### config.mk
export PLATFORM = sky130hd
export DESIGN_NAME = instr_fetch_unit
export DESIGN_NICKNAME = d
export VERILOG_FILES = /design/src/rtl/instr_fetch_unit.sv
export SDC_FILE = /design/constraint.sdc
export NUM_CORES = 1
export LEC_CHECK = 0
export CORE_ASPECT_RATIO = 1.75
export CORE_MARGIN = 1
export CORE_UTILIZATION = 43
export DETAILED_ROUTE_END_ITERATION = 8
export PLACE_DENSITY = 0.78
export SLEW_MARGIN = 20
export SYNTH_ARGS = -nofsm -noshare
export SYNTH_HDL_FRONTEND = slang
export SYNTH_SLANG_ARGS = --single-unit
### constraint.sdc
create_clock -name clk -period 3.24 [get_ports clk]
set_input_delay 0.324 -clock clk [delete_from_list [all_inputs] [get_ports clk]]
set_output_delay 0.324 -clock clk [all_outputs]
set_load 0.01 [all_outputs]
### src/rtl/instr_fetch_unit.sv
// rtl/instr_fetch_unit.sv - PC register, instruction fetch handshake and next-PC selection
module instr_fetch_unit #(
  parameter logic [31:0] RESET_PC = 32'h0000_0000
) (
  input  logic        clk,
  input  logic        rst_n,
  output logic        imem_req,
  output logic [31:0] imem_addr,
  input  logic        imem_ready,
  input  logic [31:0] imem_rdata,
  output logic [31:0] instr,
  output logic [5:0]  opcode,
  output logic        instr_valid,
  input  logic        stall,
  input  logic        jump,
  input  logic        branch,
  input  logic        zero,
  output logic [31:0] pc,
  output logic [31:0] pc_plus4,
  output logic [31:0] issue_count
);

  typedef enum logic [1:0] {
    RESET_WAIT = 2'd0,
    FETCH      = 2'd1,
    ISSUE      = 2'd2
  } state_t;

  state_t      state;
  state_t      state_next;
  logic        capture;
  logic        issue;
  logic [31:0] branch_off;
  logic [31:0] next_pc;

  assign imem_addr  = pc;
  assign opcode     = instr[31:26];
  assign pc_plus4   = pc + 32'd4;
  assign branch_off = {{14{instr[15]}}, instr[15:0], 2'b00};

  always_comb begin
    state_next  = state;
    imem_req    = 1'b0;
    instr_valid = 1'b0;
    capture     = 1'b0;
    issue       = 1'b0;
    case (state)
      RESET_WAIT: state_next = FETCH;
      FETCH: begin
        imem_req = 1'b1;
        if (imem_ready) begin
          capture    = 1'b1;
          state_next = ISSUE;
        end
      end
      ISSUE: begin
        instr_valid = 1'b1;
        if (!stall) begin
          issue      = 1'b1;
          state_next = FETCH;
        end
      end
      default: state_next = RESET_WAIT;
    endcase
  end

  // jump outranks a taken branch
  always_comb begin
    next_pc = pc_plus4;
    if (jump) begin
      next_pc = {pc_plus4[31:28], instr[25:0], 2'b00};
    end else if (branch && zero) begin
      next_pc = pc_plus4 + branch_off;
    end
  end

  always_ff @(posedge clk) begin
    if (!rst_n) begin
      state       <= RESET_WAIT;
      pc          <= {RESET_PC[31:2], 2'b00};
      instr       <= 32'd0;
      issue_count <= 32'd0;
    end else begin
      state <= state_next;
      if (capture) begin
        instr <= imem_rdata;
      end
      if (issue) begin
        pc          <= next_pc;
        issue_count <= issue_count + 32'd1;
      end
    end
  end

endmodule
Word level (Yosys, flattened, before mapping):

Index checks and enable logic that the tools add are counted.

* bits in registers: 98
* latch bits: 0
* memory bits (writable): 0
* ROM bits: 0
* input bits: 39
* output and inout bits: 168
* word-level logic and storage cells: 25
* memories: 0

* add/subtract/negate cells: 3
* multiply operators: 0
* divide/modulo/power cells: 0
* order comparisons: 0
* equal/unequal tests: 4
* shift operators: 0
* mux-type cells: 11
* bitwise operators: 0
* reduce and logical (&&, ||, !) cells: 3

Operators by type and width (number)
* two-way mux 32 bit: 2
* adder 32 x 1 -> 32 bit (second input constant): 1
* adder 32 x 3 -> 32 bit (second input constant): 1
* adder 32 bit: 1
* two-way mux 1 bit: 6
* case mux 2 bit (3 select lines): 1
* two-way mux 2 bit: 2
* != test 2 bit (second input constant): 2
* equality test 2 x 1 -> 1 bit (second input constant): 1
* equality test 2 bit (second input constant): 1
* logical NOT 2 bit: 1
* AND reduction 2 bit: 1
* logical AND 1 bit: 1

Depth between registers and ports, before layout:

Gate-level depths: netlist of run 1.

* depth in word-level cells: 4
* gate-level depth with buffers: 17
* depth with buffers taken out: 17

Worst setup path after synthesis of run 1:

OpenSTA, ideal clock, no wires.

* path kind: reg-to-reg
* start: reg pc[4] (netlist: imem_addr[4])
* end: reg pc[24] (netlist: imem_addr[24])
* setup time: 0.117 ns
* arrival: 3.720 ns
* required time: 3.123 ns
* slack: -0.598 ns
* cell stages (with the launch flop): 16
* path buffers: 0
* clock period less this slack: 3.838 ns
* path through: dfxtp_1 > and3_1 > nand3_1 > or2_1 > inv_1 > nand2_1 > xnor2_1 > ha_1 > and4_1 > a221o_1 > a31o_4 > o221ai_4 > o21ai_2 > or4_1 > a21o_1 > a32o_1

* longest elaborated chain between the ends: 4

Ends and longest elaborated chain
* from (decl): line 18 `output logic [31:0] pc,`
* from (signal assigned): line 80 `pc <= {RESET_PC[31:2], 2'b00};`
* from (signal assigned): line 89 `pc <= next_pc;`
* adder 32 x 3 -> 32 bit: line 38 `assign pc_plus4 = pc + 32'd4;`
* named net pc_plus4[15]: line 19 `output logic [31:0] pc_plus4,`
* adder 32 bit: line 73 `next_pc = pc_plus4 + branch_off;`
* two-way mux 32 bit: line 72 `end else if (branch && zero) begin`
* two-way mux 32 bit: line 70 `if (jump) begin`

The timed path passes the listed nets, and every way through them passes these cells.
A chain may end at the register's enable or synchronous reset.

Worst setup path after layout of run 1:

* start: reg pc[4] (netlist: imem_addr[4])
* end: reg pc[27] (netlist: imem_addr[27])

* longest elaborated chain between the ends: 4

Ends and longest elaborated chain (line)
* adder 32 x 3 -> 32 bit (*): 38
* adder 32 bit: 73
* two-way mux 32 bit (*): 72
* two-way mux 32 bit (*): 70

Mark *: on every way between the ends. The rest lies on a longest branch, timed or not.

==> run metrics, run 1 <==
status complete, but fails checks; failing checks negative setup slack; DRT iter0 DRCs 503; Switching Fraction 29.3%; Seq pwr share 44.0%; Setup crit start kind flop; clock share of power 39.7%; critical path type reg -> reg; post-synthesis compound-gate area fraction 21.8%; CTS H-Tree Depth 3; Hold Fails Final Rpt 0; full die area 15900 um2; WP data required 3.48 ns; #FFs+latches synth 96; Critical Path Max Stage Delay 0.37 ns; CP max stage cell or3_4; CTS Buf Count 9; EDFF count, synth 0; largest family of logic cells by synthesized area simple AND/OR/NAND/NOR gates; final net count 1249; Placement Cell Area 9650 um2; CP bufs+invs 2; Fill cells 1181; Worst Path Max Fanout 6; most numerous cell in the Yosys netlist nand2_1; Post-Synth XOR/XNOR Area 10.1%; Syn. warnings 0; Leak Pwr 0.00449 uW; Boundary Pins 207; Core Box Area 15000 um2; Root Buffer clkbuf_16; CP Cell Sequence and3_4, buf_6, and2_4, buf_4, nand2_1, xnor2_2, ha_2, o21a_1, o211a_1, o31a_1, o221ai_2, a21boi_2, o31a_1, or3_4, a21oi_2, o31ai_1; ant diodes 0; largest net degree at the start of global routing 46; Overflow after GRT 0; max-slew violation count 0; initial antenna violation count 0; IO buf count 200; synth top area cells dfxtp_1 29%, nand2_1 8.1%, ha_1 7.0%; Mapped Cells 863; final period utilization 108%; GPL Wtd Cong 0.960; placed cells 1323; crit path capture type flop; via count 7637; post-synthesis area per instance 7.67 um2; fin crit period 3.48 ns; cell area after layout 10500 um2; CTS Buffer Depth 2; clk slew on worst S/H paths 0.08 ns; unrepaired setup endpoints after global routing true; Total Routing Usage GR 31.0%; cts hold-fix bufs 0; CTS tree done; share of cells above drive strength 1 23.8%; Net Switching 819 uW; drt via density 5.62; simple-gate share of the synthesized area 23.9%; Routed wire per std cell 17.9 um; min setup slack post-route -0.244 ns; WL final 24300 um; fmax 287 MHz; Worst path most repeated cell o31a_1; remaining antenna violation count after routing 0; Setup violations, final 9; TritonRoute pass-1 iters 5; std cell rows 59; Layout Cells excl Fill 1360; Chip Width 95.8 um; Top FF cell, synth dfxtp_1; first-pass GRT wire length 38200 um; mux contribution to synthesized area 0.454%; Critical Path AT 3.72 ns; MaxCap Viol Count 0; Pint 1980 uW; DRC errors left 0; worst skew pair latency 0.36 ns; Worst Skew 0.00957 ns; Setup TNS -1.27 ns; Worst slew margin 44.1%; Peak VDD IR 0.259 mV; sequential fraction of the synthesis area 29.0%; Crit path max-delay family compound AO/OA/AOI/OAI gates; post-synth cell types 64; HP Class reg -> reg; Logic pwr share 16.3%; ys async rst share 0%; top cell type's share of synthesized area 29.0%; pwr dens 266 nW/um2; synth-to-layout area growth 58.7%; dpl hpwl 18000 um; mapped cell area 6620 um2; total power 2800 uW; leading area contributor after synthesis dfxtp_1; number of global-route vias before repair 7705; Die H 166 um; Initial Util 44.2%; adder-cell area share of the yosys netlist 7.30%; actual slew at the worst max-slew pin 0.839 ns; Sinks on Clock Net 96; list of most frequent post-synthesis cells 143 x nand2_1, 96 x dfxtp_1, 71 x a21oi_1, 62 x nor2_1, 42 x buf_4
registers in the layout (all words and copies together), names as in the netlist:
name         count
instr           32
issue_count     32
imem_addr       30
state            2
layout make-up:
cell class,instances,area [um2],area share [%]
Inverter,10,40.0,0.381
Clock inverter,7,83.8,0.798
Multi-Input combinational cell,682,4660,44.3
Tap cell,183,229,2.18
Sequential cell,96,1950,18.5
Clock buffer,9,225,2.14
Timing Repair Buffer,373,3320,31.6
per-layer routing:
metal  vias up  GRT usage, %  share of wire, %
li1       3593             -                 -
met5         -             0                 0
met2       325          56.1                53
met3       121          6.55               5.7
met4         0          18.4               6.9
met1      3598          31.2                34
cell usage in the layout, fill, tap and decap left out, types with 5 or more instances in the layout:
cell type / instances
xor2_1: 31
dfxtp_1: 87
o21a_1: 6
and2_1: 15
clkbuf_16: 9
clkdlybuf4s50_1: 198
a211oi_1: 5
nand4_1: 15
and3_1: 14
nand3_1: 27
buf_4: 169
nand2b_1: 5
nor2_1: 50
nor2b_1: 10
conb_1: 6
a21o_1: 21
nor2_2: 7
and4_1: 6
a21boi_0: 14
or3_1: 7
o21ai_0: 35
a21oi_1: 60
inv_1: 7
o211ai_1: 12
xnor2_1: 28
xnor2_2: 11
nand2_1: 140
nor2_4: 5
xor2_2: 5
a21oi_2: 11
ha_1: 29
o21ai_1: 9
dfxtp_4: 6
ha_4: 7
nor3_1: 15
final timing paths:
path                                                start                         end  slack [ns]  cells past startpoint
worst max-delay path            imem_addr[4]$_SDFFE_PN0P_  imem_addr[27]$_SDFFE_PN0P_       -0.24                     16
worst min-delay path               instr[30]$_SDFFE_PN0P_      instr[30]$_SDFFE_PN0P_        0.47                      2
worst min register to register     instr[30]$_SDFFE_PN0P_      instr[30]$_SDFFE_PN0P_        0.47                      2
worst max register to register  imem_addr[4]$_SDFFE_PN0P_  imem_addr[27]$_SDFFE_PN0P_       -0.24                     16
timing repair:
item | in CTS | in global routing
resized for setup | 26 | 59
pin swaps | 17 | 48
endpoints found under the setup margin | 13 | 25
setup buffers | 12 | 10
worst reg2reg max path, cell delays in order (launching register included):
cell and delay, ns:
dfxtp_4 0.34, and3_4 0.18, buf_6 0.12, and2_4 0.15, buf_4 0.13, nand2_1 0.10
xnor2_2 0.13, ha_2 0.35, o21a_1 0.15, o211a_1 0.23, o31a_1 0.36, o221ai_2 0.21
a21boi_2 0.10, o31a_1 0.27, or3_4 0.37, a21oi_2 0.13, o31ai_1 0.07
power groups by stage:
| stage | combinational, uW | sequential (uW) | clock, uW |
|---|---|---|---|
| 6_report | 456 | 1230 | 1110 |
| 5_1_grt | 490 | 1240 | 1180 |
| 4_1_cts | 440 | 1230 | 1130 |
| 3_5_place_dp | 433 | 1260 | 0 |
| 3_3_place_gp | 427 | 1260 | 0 |
| 2_1_floorplan | 199 | 1270 | 0 |
cell families (layout without fill, tap and decap cells):
logic type,after synthesis,in the layout
AOI/OAI and AO/OA,220,220
buffers and inverters,90,399
adders and majority gates,38,38
other,1,6
DFF,96,96
xor gates and xnor gates,76,76
muxes,3,3
and+or+nand+nor,339,339
stage by stage:
step | hold WS [ns] | worst slack (ns) | util (%)
after floorplan | 0.460 | -0.327 | -
after global placement | 0.459 | -0.173 | 64.4
after detailed placement | 0.462 | -0.262 | 64.4
after CTS | 0.476 | -0.167 | 67.8
after global routing | 0.504 | -0.407 | 70.1
final | 0.474 | -0.244 | 70.1
No activity file was read; power rests on OpenSTA's default activity.
==> run 2, diff against run 1 <==
Settings changed: GPL_TIMING_DRIVEN set to 0.
==> run metrics, run 2 (synthesis results as in run 1) <==
commonest non-fill, non-tap cell in the layout clkdlybuf4s50_1; IO buf count 198; critical path type reg -> reg; Multi-input gate area 4760 um2; WHS Endpoint instr[17]$_SDFFE_PN0P_; Setup violations, final 12; Core Box Area 15000 um2; Reg2Reg Setup Slack -0.47 ns; WP data required 3.48 ns; min setup slack post-route -0.475 ns; pwr dens 276 nW/um2; dpl hpwl 17300 um; cts hold-fix bufs 0; Setup crit start kind flop; Worst Skew 0.00979 ns; GPL Wtd Cong 1.01; share of cells above drive strength 1 19.5%; fin crit period 3.71 ns; CTS tree done; commonest cells after routing, fill and taps aside 194 x clkdlybuf4s50_1, 137 x nand2_1, 97 x buf_4; Boundary Pins 207; remaining antenna violation count after routing 0; Fill cells 1205; Leak Pwr 0.00427 uW; Setup TNS -2.90 ns; CTS H-Tree Depth 3; Peak VDD IR 0.239 mV; Critical Path AT 3.95 ns; Sinks on Clock Net 96; sequential cell area 1960 um2; FF-to-FF End imem_addr[24]$_SDFFE_PN0P_; largest net degree at the start of global routing 25; clk slew on worst S/H paths 0.08 ns; std cell rows 59; Worst Path Max Fanout 7; actual slew at the worst max-slew pin 0.765 ns; Worst slew margin 49.0%; MaxCap Viol Count 0; first-pass GRT wire length 37800 um; pre-CTS setup slack -1.05 ns; Root Buffer clkbuf_16; CTS Buf Count 9; drt via density 5.73; Initial Util 44.2%; DRC errors left 0; status complete, but fails checks; initial antenna violation count 0; Crit Reg-Reg Startpoint imem_addr[16]$_SDFFE_PN0P_; hold path start instr[17]$_SDFFE_PN0P_; Routed wire per std cell 18.9 um; Final Core Density 68.3%; worst hold slack 0.472 ns; crit path capture type flop; DRT iter0 DRCs 497; worst skew pair latency 0.35 ns; ant diodes 0; Min-Delay Path Depth 2; full die area 15900 um2; failing checks negative setup slack; WL final 25000 um; Overflow after GRT 0; CTS Buffer Depth 2; Reg2Reg Depth 12; via count 7584; final net count 1213; unrepaired setup endpoints after global routing true; synth-to-layout area growth 54.5%; max-slew violation count 0; Hold Fails Final Rpt 0; fmax 269 MHz; TritonRoute pass-1 iters 8; Die H 166 um; Chip Width 95.8 um; Total Routing Usage GR 30.9%; final period utilization 115%; HP Class reg -> reg; number of global-route vias before repair 7476
[run 2: cell count changes in the layout (fill, tap and decap cells not counted), sizes merged]
cell           change
buf               -68
bufinv             +1
clkbuf            +34
clkdlybuf4s50      -4
dlymetal6s2s       +2
inv                -1
[run 2: layer usage]
layer	vias to the layer above	track usage, %	wire (um)
met2	352	56.1	13200
met3	113	5.72	1640
li1	3512	-	-
met5	-	0	0
met1	3607	31.4	8690
met4	0	18.9	1450
[run 2: timing repair]
item,in CTS,in global routing
pin swaps,41,24
setup endpoints to repair,32,24
gates resized for setup,77,35
setup buffers,49,12
[run 2: area by class of cell]
type	instances	share of cell area (%)
Timing Repair Buffer	259	24.3
Clock inverter	7	0.844
Buffer	78	4.40
Sequential cell	96	19.2
Inverter	10	0.391
Tap cell	183	2.24
Multi-Input combinational cell	682	46.5
Clock buffer	9	2.20
[run 2: per-stage QoR]
step                      cells  instance area, um2  total power (uW)
final                      1324               10200              2820
after global routing       1324               10200              2910
after CTS                  1312               10000              2800
after detailed placement   1249                8940              1660
after global placement     1249                8940              1660
after floorplan             868                6730              1470
[run 2: worst max path at each step]
stage                               startpoint                    endpoint  slack, ns  cells past startpoint
floorplan            imem_addr[7]$_SDFFE_PN0P_  imem_addr[24]$_SDFFE_PN0P_      -0.33                     15
global placement     imem_addr[2]$_SDFFE_PN0P_  imem_addr[31]$_SDFFE_PN0P_      -1.04                     17
detailed placement   imem_addr[2]$_SDFFE_PN0P_  imem_addr[31]$_SDFFE_PN0P_      -1.05                     17
CTS                 imem_addr[10]$_SDFFE_PN0P_  imem_addr[24]$_SDFFE_PN0P_      -0.36                     15
global route        imem_addr[16]$_SDFFE_PN0P_  imem_addr[27]$_SDFFE_PN0P_      -0.57                     14
finish              imem_addr[16]$_SDFFE_PN0P_  imem_addr[24]$_SDFFE_PN0P_      -0.47                     12
[run 2: critical path: stages (launching register included)]
cell and delay (ns):
dfxtp_1 0.52, nand4_1 0.36, nor3_4 0.25, buf_4 0.19, xor2_1 0.29, ha_1 0.40, a211o_4 0.40, a31o_4 0.22
o221ai_4 0.07, o21ai_2 0.09, or4_1 0.41, a21o_1 0.18, a32o_1 0.23
[run 2: where the power goes]
group / internal (uW) / total (uW) / switching (uW) / leakage [uW]
clock: 615 / 1140 / 524 / 0.000154
sequential: 1200 / 1240 / 43.7 / 0.000787
combinational: 211 / 437 / 226 / 0.00333
total: 2030 / 2820 / 793 / 0.00427
